$ cat src/rtl/seq_multiplier.sv
// Radix-2 shift-add multiplier: one multiplier bit per clock, start/busy/done handshake.
// Define MULT_SIGNED_EN for two's-complement operands and product (default: unsigned).
module seq_multiplier #(
  parameter int unsigned WIDTH = 16
) (
  input  logic               clk,
  input  logic               rst,
  input  logic               start,
  input  logic [WIDTH-1:0]   multiplicand,
  input  logic [WIDTH-1:0]   multiplier,
  output logic               busy,
  output logic               done,
  output logic [2*WIDTH-1:0] product
);

  localparam int unsigned PW = 2 * WIDTH;
  localparam int unsigned CW = (WIDTH > 1) ? $clog2(WIDTH) : 1;

  typedef enum logic [1:0] {
    S_IDLE = 2'd0,
    S_RUN  = 2'd1,
    S_DONE = 2'd2
  } state_t;

  state_t          state;
  state_t          state_nxt;

  logic [PW-1:0]    a_q;
  logic [PW-1:0]    acc_q;
  logic [WIDTH-1:0] b_q;
  logic [CW-1:0]    cnt_q;

  logic             accept_c;
  logic             last_c;
  logic [PW-1:0]    a_ext_c;
  logic [PW-1:0]    acc_sum_c;
  logic             busy_nxt;
  logic             done_nxt;

  assign accept_c = start && ((state == S_IDLE) || (state == S_DONE));
  assign last_c   = (cnt_q == CW'(WIDTH - 1));

`ifdef MULT_SIGNED_EN
  assign a_ext_c = {{WIDTH{multiplicand[WIDTH-1]}}, multiplicand};

  // The final iteration sees the multiplier sign bit, whose weight is negative.
  always_comb begin
    acc_sum_c = acc_q;
    if (b_q[0]) begin
      if (last_c) acc_sum_c = acc_q - a_q;
      else        acc_sum_c = acc_q + a_q;
    end
  end
`else
  assign a_ext_c = {{WIDTH{1'b0}}, multiplicand};

  always_comb begin
    acc_sum_c = acc_q;
    if (b_q[0]) acc_sum_c = acc_q + a_q;
  end
`endif

  // State register
  always_ff @(posedge clk or posedge rst) begin
    if (rst) state <= S_IDLE;
    else     state <= state_nxt;
  end

  // Next-state logic
  always_comb begin
    state_nxt = state;
    case (state)
      S_IDLE:  if (accept_c) state_nxt = S_RUN;
      S_RUN:   if (last_c)   state_nxt = S_DONE;
      S_DONE:  state_nxt = accept_c ? S_RUN : S_IDLE;
      default: state_nxt = S_IDLE;
    endcase
  end

  // Output decode from the upcoming state; registered below so outputs are flops.
  always_comb begin
    busy_nxt = 1'b0;
    done_nxt = 1'b0;
    case (state_nxt)
      S_RUN:   busy_nxt = 1'b1;
      S_DONE:  done_nxt = 1'b1;
      default: ;
    endcase
  end

  // Datapath and output registers
  always_ff @(posedge clk or posedge rst) begin
    if (rst) begin
      a_q     <= '0;
      b_q     <= '0;
      acc_q   <= '0;
      cnt_q   <= '0;
      product <= '0;
      busy    <= 1'b0;
      done    <= 1'b0;
    end else begin
      busy <= busy_nxt;
      done <= done_nxt;
      if (accept_c) begin
        a_q   <= a_ext_c;
        b_q   <= multiplier;
        acc_q <= '0;
        cnt_q <= '0;
      end else if (state == S_RUN) begin
        acc_q <= acc_sum_c;
        a_q   <= {a_q[PW-2:0], 1'b0};
        b_q   <= {1'b0, b_q[WIDTH-1:1]};
        cnt_q <= cnt_q + CW'(1);
        if (last_c) product <= acc_sum_c;
      end
    end
  end

endmodule

$ cat config.mk
export PLATFORM = sky130hd
export DESIGN_NAME = seq_multiplier
export DESIGN_NICKNAME = d
export VERILOG_FILES = /design/src/rtl/seq_multiplier.sv
export SDC_FILE = /design/constraint.sdc
export NUM_CORES = 1
export LEC_CHECK = 0
export ABC_AREA = 1
export CAP_MARGIN = 10
export CORE_MARGIN = 1.5
export CORE_UTILIZATION = 30
export DETAILED_ROUTE_END_ITERATION = 6
export GPL_TIMING_DRIVEN = 0
export PLACE_DENSITY = 0.51
export SLEW_MARGIN = 30
export SYNTH_ARGS = -nofsm -noshare
export SYNTH_HDL_FRONTEND = slang
export SYNTH_SLANG_ARGS = --single-unit
$ cat constraint.sdc
create_clock -name clk -period 4.8 [get_ports clk]
set_input_delay 0.96 -clock clk [delete_from_list [all_inputs] [get_ports clk]]
set_output_delay 0.96 -clock clk [all_outputs]
set_load 0.03 [all_outputs]
==> results.toml, run 1 <==
[outcome]
status = "finished clean"

[logic_synthesis]
synth_nets = 1115
synth.most_common_cell = "nand2_1"
yosysUniqueCellTypes = 38
synthFlopType = "dfrtp_1"
syn_area_um2 = 7500
synthTopCellsByCount = "nand2_1 (363), inv_1 (188), dfrtp_1 (120), nand3_1 (72), nor2_1 (41)"
synth_top_area_share_pct = 40.1
synth-seq-cells = 120
post-synth-top-area-cell = "dfrtp_1"
ys_warn_count = 0
ys_top_cells_by_area = "dfrtp_1 (40%), nand2_1 (18%), inv_1 (9.4%)"
syn-instance-count = 1047
ys_async_sr_fraction_pct = 100
ys_seq_area_share_pct = 40.1
syn_avg_cell_area_um2 = 7.16
synth-edff-count = 0

[setup_path]
slowest_stage = "clkdlybuf4s50_1"
critPathKind = "reg2out"
worstPathArrival_ps = 1520
r2r_start = "a_q[0]"
r2r-end = "product[28]"
critPathCaptureType = "primary output"
crit_path_end = "product[30]"
start_kind = "flip-flop"
reg2reg_depth = 12
cp_num_buf_inv = 1
crit_start = "product[30]"
crit_chain = "clkdlybuf4s50_1"
r2r_slack_ps = 2440
slowest_delay_ps = 690
required_ps = 3840
path_delay_family = "buffers and inverters"
critPathMaxFanout = 2
path_depth = 1

[timing]
rsz0062_at_grt = "false"
setup_viol = 0
worstMarginPinSlew_ps = 763
fmax_ghz = 0.404
max-slew-margin-rel_pct = 49.1
final.setup.tns_ps = 0
slew_violations = 0
timing.final.crit_period_ps = 2480
hold_viol_final = 0
layout_setup_ws_ps = 2320
finalClockSkew_ps = 12.0
period_share_pct = 51.6

[floorplan]
ios = 69
die-area_um2 = 25900
initial_core_util_pct = 30.7
die_h_um = 161
fp.dieW_um = 161
fp.coreArea_um2 = 24400
num_rows = 57

[finish]
layout-drive-gt1-share_pct = 9.06
fin_area_um2 = 9210
final_net_count = 1203
diodes = 0
area_growth_pct = 22.9

[flow_run]
max_cap_viol_count = 0

[cts]
cts-root-buf = "clkbuf_16"
path_clk_slew_ps = 70
cts-resized-gates = 0
clockBufferDepth = 2
numCtsBuffers = 17
cts_setup_buffers = 0
clkSinkCount = 120
cts_tree = "built"
clkLatencyLatePin_ps = 440
cts.htree.levels = 4
cts_hold_buf = 0

[drt]
drtIter0Drc = 386
drt-total-wl_um = 21900
viasPerCell = 4.58
first_pass_iters = 5
vias = 6742
drc_errors = 0
ant_nets = 0
routedWlPerCell_um = 14.9

[min_path]
min_from = "product[22]"
hp-class = "reg2reg"

[global_routing]
grt_pass1_wl_um = 35800
antenna_found_initial = 0
overflow = 0
track_usage_pct = 17.8
grt_start_max_net_pins = 77
grt_pass1_vias = 6578

[placed_design]
post-dp-hpwl_um = 16800
gp_congestion = 0.933
io_buffers = 68
dpl_cell_area_um2 = 8620
pre_cts_ws_ps = 2150

[power_and_ir_drop]
ir_drop_uv = 324
leakagePower_nw = 4.83
powerDensity_nw_per_um2 = 830
## report_power, final
| part | switching (mW) | internal (mW) | leakage [nW] |
|---|---|---|---|
| Combinational | 2.97 | 1.58 | 3.07 |
| Clock | 0.600 | 0.703 | 0.291 |
| Sequential | 0.300 | 1.50 | 1.47 |
## layout by cell type (no fill, tap or decap), drive strengths merged, types with 30 or more instances in the layout
cell type      Yosys  final
clkbuf            13     30
clkdlybuf4s50      0     68
o221ai            30     30
nand2            378    378
dfrtp            120    120
ha                32     32
nor2              46     46
nand3             80     80
inv              195    206
o21ai             40     40
## worst min-delay path, cell delays in order, from the launching register on
cell and delay, ps:
dfrtp_1 340, nand2_1 50, nand2_1 50
## layer usage
metal	routed length, um	share of wire (%)	up-vias	global-route usage, %
li1	-	-	3504	-
met1	11100	51	3108	25.5
met2	9710	44	111	27.5
met3	795	3.6	19	2.85
met4	292	1.3	0	5.35
met5	0	0	-	0
## per-stage QoR
stage / util (%) / instances / total power [mW] / hold slack, ps
after floorplan: - / 1047 / 5.01 / 467
after global placement: 35.2 / 1439 / 6.31 / 467
after detailed placement: 35.3 / 1440 / 6.35 / 465
after CTS: 37.8 / 1472 / 7.69 / 486
after global routing: 37.8 / 1472 / 8.36 / 508
final: 37.8 / 1472 / 7.65 / 477
## worst min path at each step
stage | to | depth (start not counted)
after floorplan | acc_q[16] | 2
after global placement | product[26] | 2
after detailed placement | product[13] | 2
after CTS | product[22] | 2
after global routing | product[13] | 2
final | product[22] | 2
## cell families (layout without fill, tap and decap cells)
family | count (synthesis) | after routing | share of synthesized area (%)
AOI/OAI and AO/OA | 127 | 127 | 11.1
xor gates and xnor gates | 10 | 10 | 1.17
adders and majority gates | 33 | 33 | 5.61
buffers and inverters | 228 | 329 | 11.8
DFF | 120 | 120 | 40.1
muxes | 1 | 1 | 0.134
and+or+nand+nor | 528 | 528 | 30.2
## cell type report
| type | count | area (um^2) |
|---|---|---|
| Fill cell | 2648 | 15200 |
| Clock buffer | 17 | 425 |
| Buffer | 32 | 145 |
| Tap cell | 324 | 405 |
| Clock inverter | 15 | 170 |
| Multi-Input combinational cell | 699 | 3610 |
| Timing Repair Buffer | 69 | 708 |
| Sequential cell | 120 | 3000 |
| Inverter | 196 | 743 |
## registers in the layout, summed over array words and instances (netlist names)
name and flops:
busy 1, done 1, b_q 16, a_q 32, product 32, cnt_q 4, state 2, acc_q 32
Power figures use the tool's default switching activity.
==> run 2: changes to the inputs <==
==> constraint.sdc (replaced) <==
create_clock -name clk -period 2.3 [get_ports clk]
set_input_delay 0.46 -clock clk [delete_from_list [all_inputs] [get_ports clk]]
set_output_delay 0.46 -clock clk [all_outputs]
set_load 0.03 [all_outputs]
==> results.toml, run 2 (synthesis results as in run 1) <==
[outcome]
status = "finished, violations left"
violations = "DRC"

[cts]
cts.htree.levels = 4
clkSinkCount = 120
numCtsBuffers = 17
cts_setup_buffers = 0
path_clk_slew_ps = 60
cts_hold_buf = 0
clkLatencyLatePin_ps = 430
cts-root-buf = "clkbuf_16"
cts_tree = "built"
cts-resized-gates = 1
clockBufferDepth = 2

[power_and_ir_drop]
intPower_mw = 8.16
pwr-share-seq_pct = 23.3
p_clk_share_pct = 17.6
leakagePower_nw = 4.87
switchingPower_mw = 8.04
pwr-share-comb_pct = 59.2
powerDensity_nw_per_um2 = 1740
ir_drop_uv = 701
swShare_pct = 49.6

[setup_path]
worstPathArrival_ps = 2500
path_common_cell = "nand3_1"
critPathMaxFanout = 5
slowest_stage = "fa_2"
crit_chain = "ha_1 > fa_2 > nand3_1 > nand3_2 > nand4_1 > nand3_1 > nand2_1 > nand3_1 > nand3_1 > o21ai_1"
start_kind = "flip-flop"
reg2reg_depth = 10
path_delay_family = "simple AND/OR/NAND/NOR gates"
r2r_start = "a_q[0]"
slowest_delay_ps = 420
r2r-end = "acc_q[20]"
r2r_slack_ps = 110
required_ps = 2600
critPathKind = "reg2reg"
cp_num_buf_inv = 0
critPathCaptureType = "flip-flop"

[timing]
worstMarginPinSlew_ps = 786
max-slew-margin-rel_pct = 47.6
slew_violations = 0
fmax_ghz = 0.456
final.setup.tns_ps = 0
timing.final.crit_period_ps = 2190
layout_setup_ws_ps = 107
hold_viol_final = 0
period_share_pct = 95.3
finalClockSkew_ps = 13.6
rsz0062_at_grt = "false"
setup_viol = 0

[drt]
drtIter0Drc = 332
drc_errors = 1
wl_met1_um = 11000
ant_nets = 0
first_pass_iters = 7
vias = 6810
route.met2.wl_um = 9630
viasPerCell = 4.62
dr.max_layer_used = "met4"
routedWlPerCell_um = 14.9
wl_met3_um = 1070
drt-total-wl_um = 22000

[placed_design]
dp_cells = 1443
io_buffers = 68
dpl_cell_area_um2 = 8670
post-dp-hpwl_um = 17000
pre_cts_ws_ps = -24.4
gp_congestion = 0.895

[global_routing]
grt_start_max_net_pins = 29
antenna_found_initial = 0
overflow = 0
track_usage_pct = 18.0
grt_pass1_wl_um = 36000
grt_pass1_vias = 6715

[flow_run]
max_cap_viol_count = 0

[finish]
final_common_cell = "nand2_1"
layout-drive-gt1-share_pct = 9.90
diodes = 0
multi_input_area_um2 = 3660
fin_area_um2 = 9330
area_growth_pct = 24.5
layout_common_cells = "nand2_1 (363), inv_1 (187), dfrtp_1 (120)"
ff_latch_area_um2 = 3000
largestRegisters = "a_q x32, acc_q x32, product x32"
final_net_count = 1206
instances_no_fill = 1475
fillerInstances = 2566

[floorplan]
initial_core_util_pct = 30.7
fp.dieW_um = 161
die_h_um = 161
fp.coreArea_um2 = 24400
num_rows = 57
die-area_um2 = 25900
ios = 69

[min_path]
hp-class = "in2async"
## run 2: final cells by class
cell class,count,share of cell area (%)
tap,324,4.35
timing repair buffer,72,8.15
clock buffer,17,4.56
multi-input combinational,699,39.2
clock inverter,15,2.08
sequential,120,32.2
inverter,196,7.93
buffer,32,1.56
## run 2: how the worst max path moves through the flow
stage	startpoint	endpoint	slack [ps]	cells past startpoint
6_report	a_q[0]	acc_q[20]	110	10
5_1_grt	a_q[0]	product[24]	20	12
4_1_cts	a_q[0]	product[28]	40	12
2_1_floorplan	rst	a_q[0]	370	1
3_5_place_dp	a_q[0]	product[28]	-20	12
3_3_place_gp	rst	product[24]	-910	2
## run 2: metrics by stage
| stage | hold slack (ps) | utilization, % | total power, mW |
|---|---|---|---|
| floorplan | 467 | - | 10.4 |
| finish | 429 | 38.2 | 16.2 |
| detailed placement | 465 | 35.5 | 13.3 |
| CTS | 437 | 38.1 | 16.2 |
| global route | 463 | 38.2 | 17.7 |
| global placement | 467 | 35.2 | 13.2 |
## run 2: power by group through the flow
| stage | clock network (mW) | logic [mW] | registers (mW) |
|---|---|---|---|
| floorplan | 0 | 6.27 | 4.17 |
| global placement | 0 | 9.38 | 3.79 |
| detailed placement | 0 | 9.47 | 3.79 |
| CTS | 2.89 | 9.53 | 3.77 |
| global route | 2.99 | 10.8 | 3.90 |
| finish | 2.85 | 9.58 | 3.77 |
## run 2: metal layers
layer	track usage, %	vias up
met5	0	-
met4	5.30	0
met3	3.36	21
met2	27.9	141
met1	25.3	3143
li1	-	3505
==> run 3: changes to the inputs <==
--- a/config.mk
+++ b/config.mk
@@ -7,11 +7,13 @@
 export LEC_CHECK = 0
 export ABC_AREA = 1
 export CAP_MARGIN = 10
+export CELL_PAD_IN_SITES_DETAIL_PLACEMENT = 1
+export CELL_PAD_IN_SITES_GLOBAL_PLACEMENT = 1
 export CORE_MARGIN = 1.5
-export CORE_UTILIZATION = 30
+export CORE_UTILIZATION = 41
 export DETAILED_ROUTE_END_ITERATION = 6
 export GPL_TIMING_DRIVEN = 0
-export PLACE_DENSITY = 0.51
+export PLACE_DENSITY = 0.82
 export SLEW_MARGIN = 30
 export SYNTH_ARGS = -nofsm -noshare
 export SYNTH_HDL_FRONTEND = slang
==> results.toml, run 3 (synthesis results as in run 1) <==
[floorplan]
die_h_um = 138
die-area_um2 = 19100
ios = 69
fp.dieW_um = 138
fp.coreArea_um2 = 18000
num_rows = 49
initial_core_util_pct = 41.7

[setup_path]
cp_num_buf_inv = 0
start_kind = "flip-flop"
critPathMaxFanout = 5
slowest_delay_ps = 400
critPathKind = "reg2reg"
critPathCaptureType = "flip-flop"
slowest_stage = "fa_2"
path_delay_family = "adder cells"
worstPathArrival_ps = 2480
required_ps = 2530
crit_chain = "ha_2 > fa_2 > nand3_1 > nand3_2 > nand2_1 > nand2_2 > xor2_1 > o21ai_2 > o22ai_1"

[global_routing]
overflow = 0
antenna_found_initial = 0
grt_start_max_net_pins = 30
track_usage_pct = 28.4
grt_pass1_vias = 8059
grt_pass1_wl_um = 42300

[power_and_ir_drop]
ir_drop_uv = 830
swShare_pct = 51.1
switchingPower_mw = 8.64
intPower_mw = 8.28
powerDensity_nw_per_um2 = 1830
p_clk_share_pct = 16.5
pwr-share-comb_pct = 60.6
leakagePower_nw = 4.86
pwr-share-seq_pct = 22.9

[cts]
clkLatencyLatePin_ps = 430
path_clk_slew_ps = 60
cts_tree = "built"
cts.htree.levels = 4
cts_setup_buffers = 0
numCtsBuffers = 17
cts-root-buf = "clkbuf_16"
clockBufferDepth = 2
clkSinkCount = 120

[timing]
layout_setup_ws_ps = 54.9
fmax_ghz = 0.445
hold_viol_final = 0
period_share_pct = 97.6
slew_violations = 0
final.setup.tns_ps = 0
timing.final.crit_period_ps = 2250
finalClockSkew_ps = 9.62
max-slew-margin-rel_pct = 47.6
setup_viol = 0
worstMarginPinSlew_ps = 786

[finish]
fin_area_um2 = 9220
instances_no_fill = 1379
diodes = 0
fillerInstances = 2280
area_growth_pct = 23.0
ff_latch_area_um2 = 3000
final_common_cell = "nand2_1"
layout-drive-gt1-share_pct = 10.9
multi_input_area_um2 = 3680
layout_common_cells = "nand2_1 (362), inv_1 (187), dfrtp_1 (120)"
largestRegisters = "a_q x32, acc_q x32, product x32"
final_net_count = 1206

[drt]
vias = 7337
routedWlPerCell_um = 19.0
viasPerCell = 5.32
drc_errors = 0
drtIter0Drc = 374
ant_nets = 0
first_pass_iters = 5
drt-total-wl_um = 26200

[placed_design]
dp_cells = 1348
gp_congestion = 0.941
post-dp-hpwl_um = 19400
pre_cts_ws_ps = -152
io_buffers = 68
dpl_cell_area_um2 = 8550

[outcome]
status = "finished clean"

[flow_run]
max_cap_viol_count = 0

[min_path]
hp-class = "in2async"
-- run 3: cell count changes in the layout (fill, tap and decap cells not counted), moves of 2 or more --
cell | before | now
clkinv_2 | 0 | 4
ha_2 | 1 | 7
ha_1 | 29 | 25
a21oi_2 | 2 | 4
clkbuf_8 | 0 | 2
inv_6 | 5 | 1
nand3_1 | 70 | 67
nand3_2 | 10 | 13
clkinvlp_4 | 1 | 4
a21oi_1 | 17 | 15
inv_8 | 5 | 0
ha_4 | 2 | 0
-- run 3: metrics by stage --
stage	power, mW	hold slack [ps]	utilization (%)
2_1_floorplan	10.4	467	-
3_3_place_gp	13.2	465	47.1
3_5_place_dp	13.6	464	47.6
4_1_cts	16.7	452	51.1
5_1_grt	18.2	494	51.3
6_report	16.9	444	51.3
-- run 3: final timing paths --
kind	start	end	slack, ps	cells past startpoint
worst max-delay path	a_q[0]	acc_q[8]	50	9
worst min-delay path	rst	b_q[8]	440	2
worst max register to register	a_q[0]	acc_q[8]	50	9
worst min register to register	product[26]	product[26]	480	2
max in group asynchronous	rst	acc_q[22]	1100	4
min in group clk	product[26]	product[26]	480	2
-- run 3: area by class of cell --
cell class	instances	share of cell area (%)
Buffer	32	1.57
Clock inverter	12	1.63
Tap cell	229	3.11
Multi-Input combinational cell	699	39.9
Inverter	196	8.02
Sequential cell	120	32.6
Clock buffer	19	4.91
Timing Repair Buffer	72	8.33
-- run 3: power by group through the flow --
stage               logic, mW  registers (mW)  clock network, mW
floorplan                6.27            4.17                  0
global placement         9.43            3.78                  0
detailed placement       9.81            3.84                  0
CTS                      10.1            3.85               2.81
global route             11.3            3.97               2.88
finish                   10.3            3.87               2.79
-- run 3: per-layer routing --
layer	vias up	GRT usage, %	routed length (um)
met5	-	0	0
met2	184	47.0	12600
li1	3482	-	-
met4	0	11.1	642
met1	3620	37.8	11800
met3	51	4.16	1150
-- run 3: repair_timing --
| item | CTS | global route |
|---|---|---|
| pin swaps | 0 | 0 |
| cloned | 0 | 0 |
| gates resized for setup | 6 | 14 |
| setup endpoints to repair | 15 | 19 |
| hold endpoints to repair | 0 | 0 |
| hold buffers | 0 | 0 |
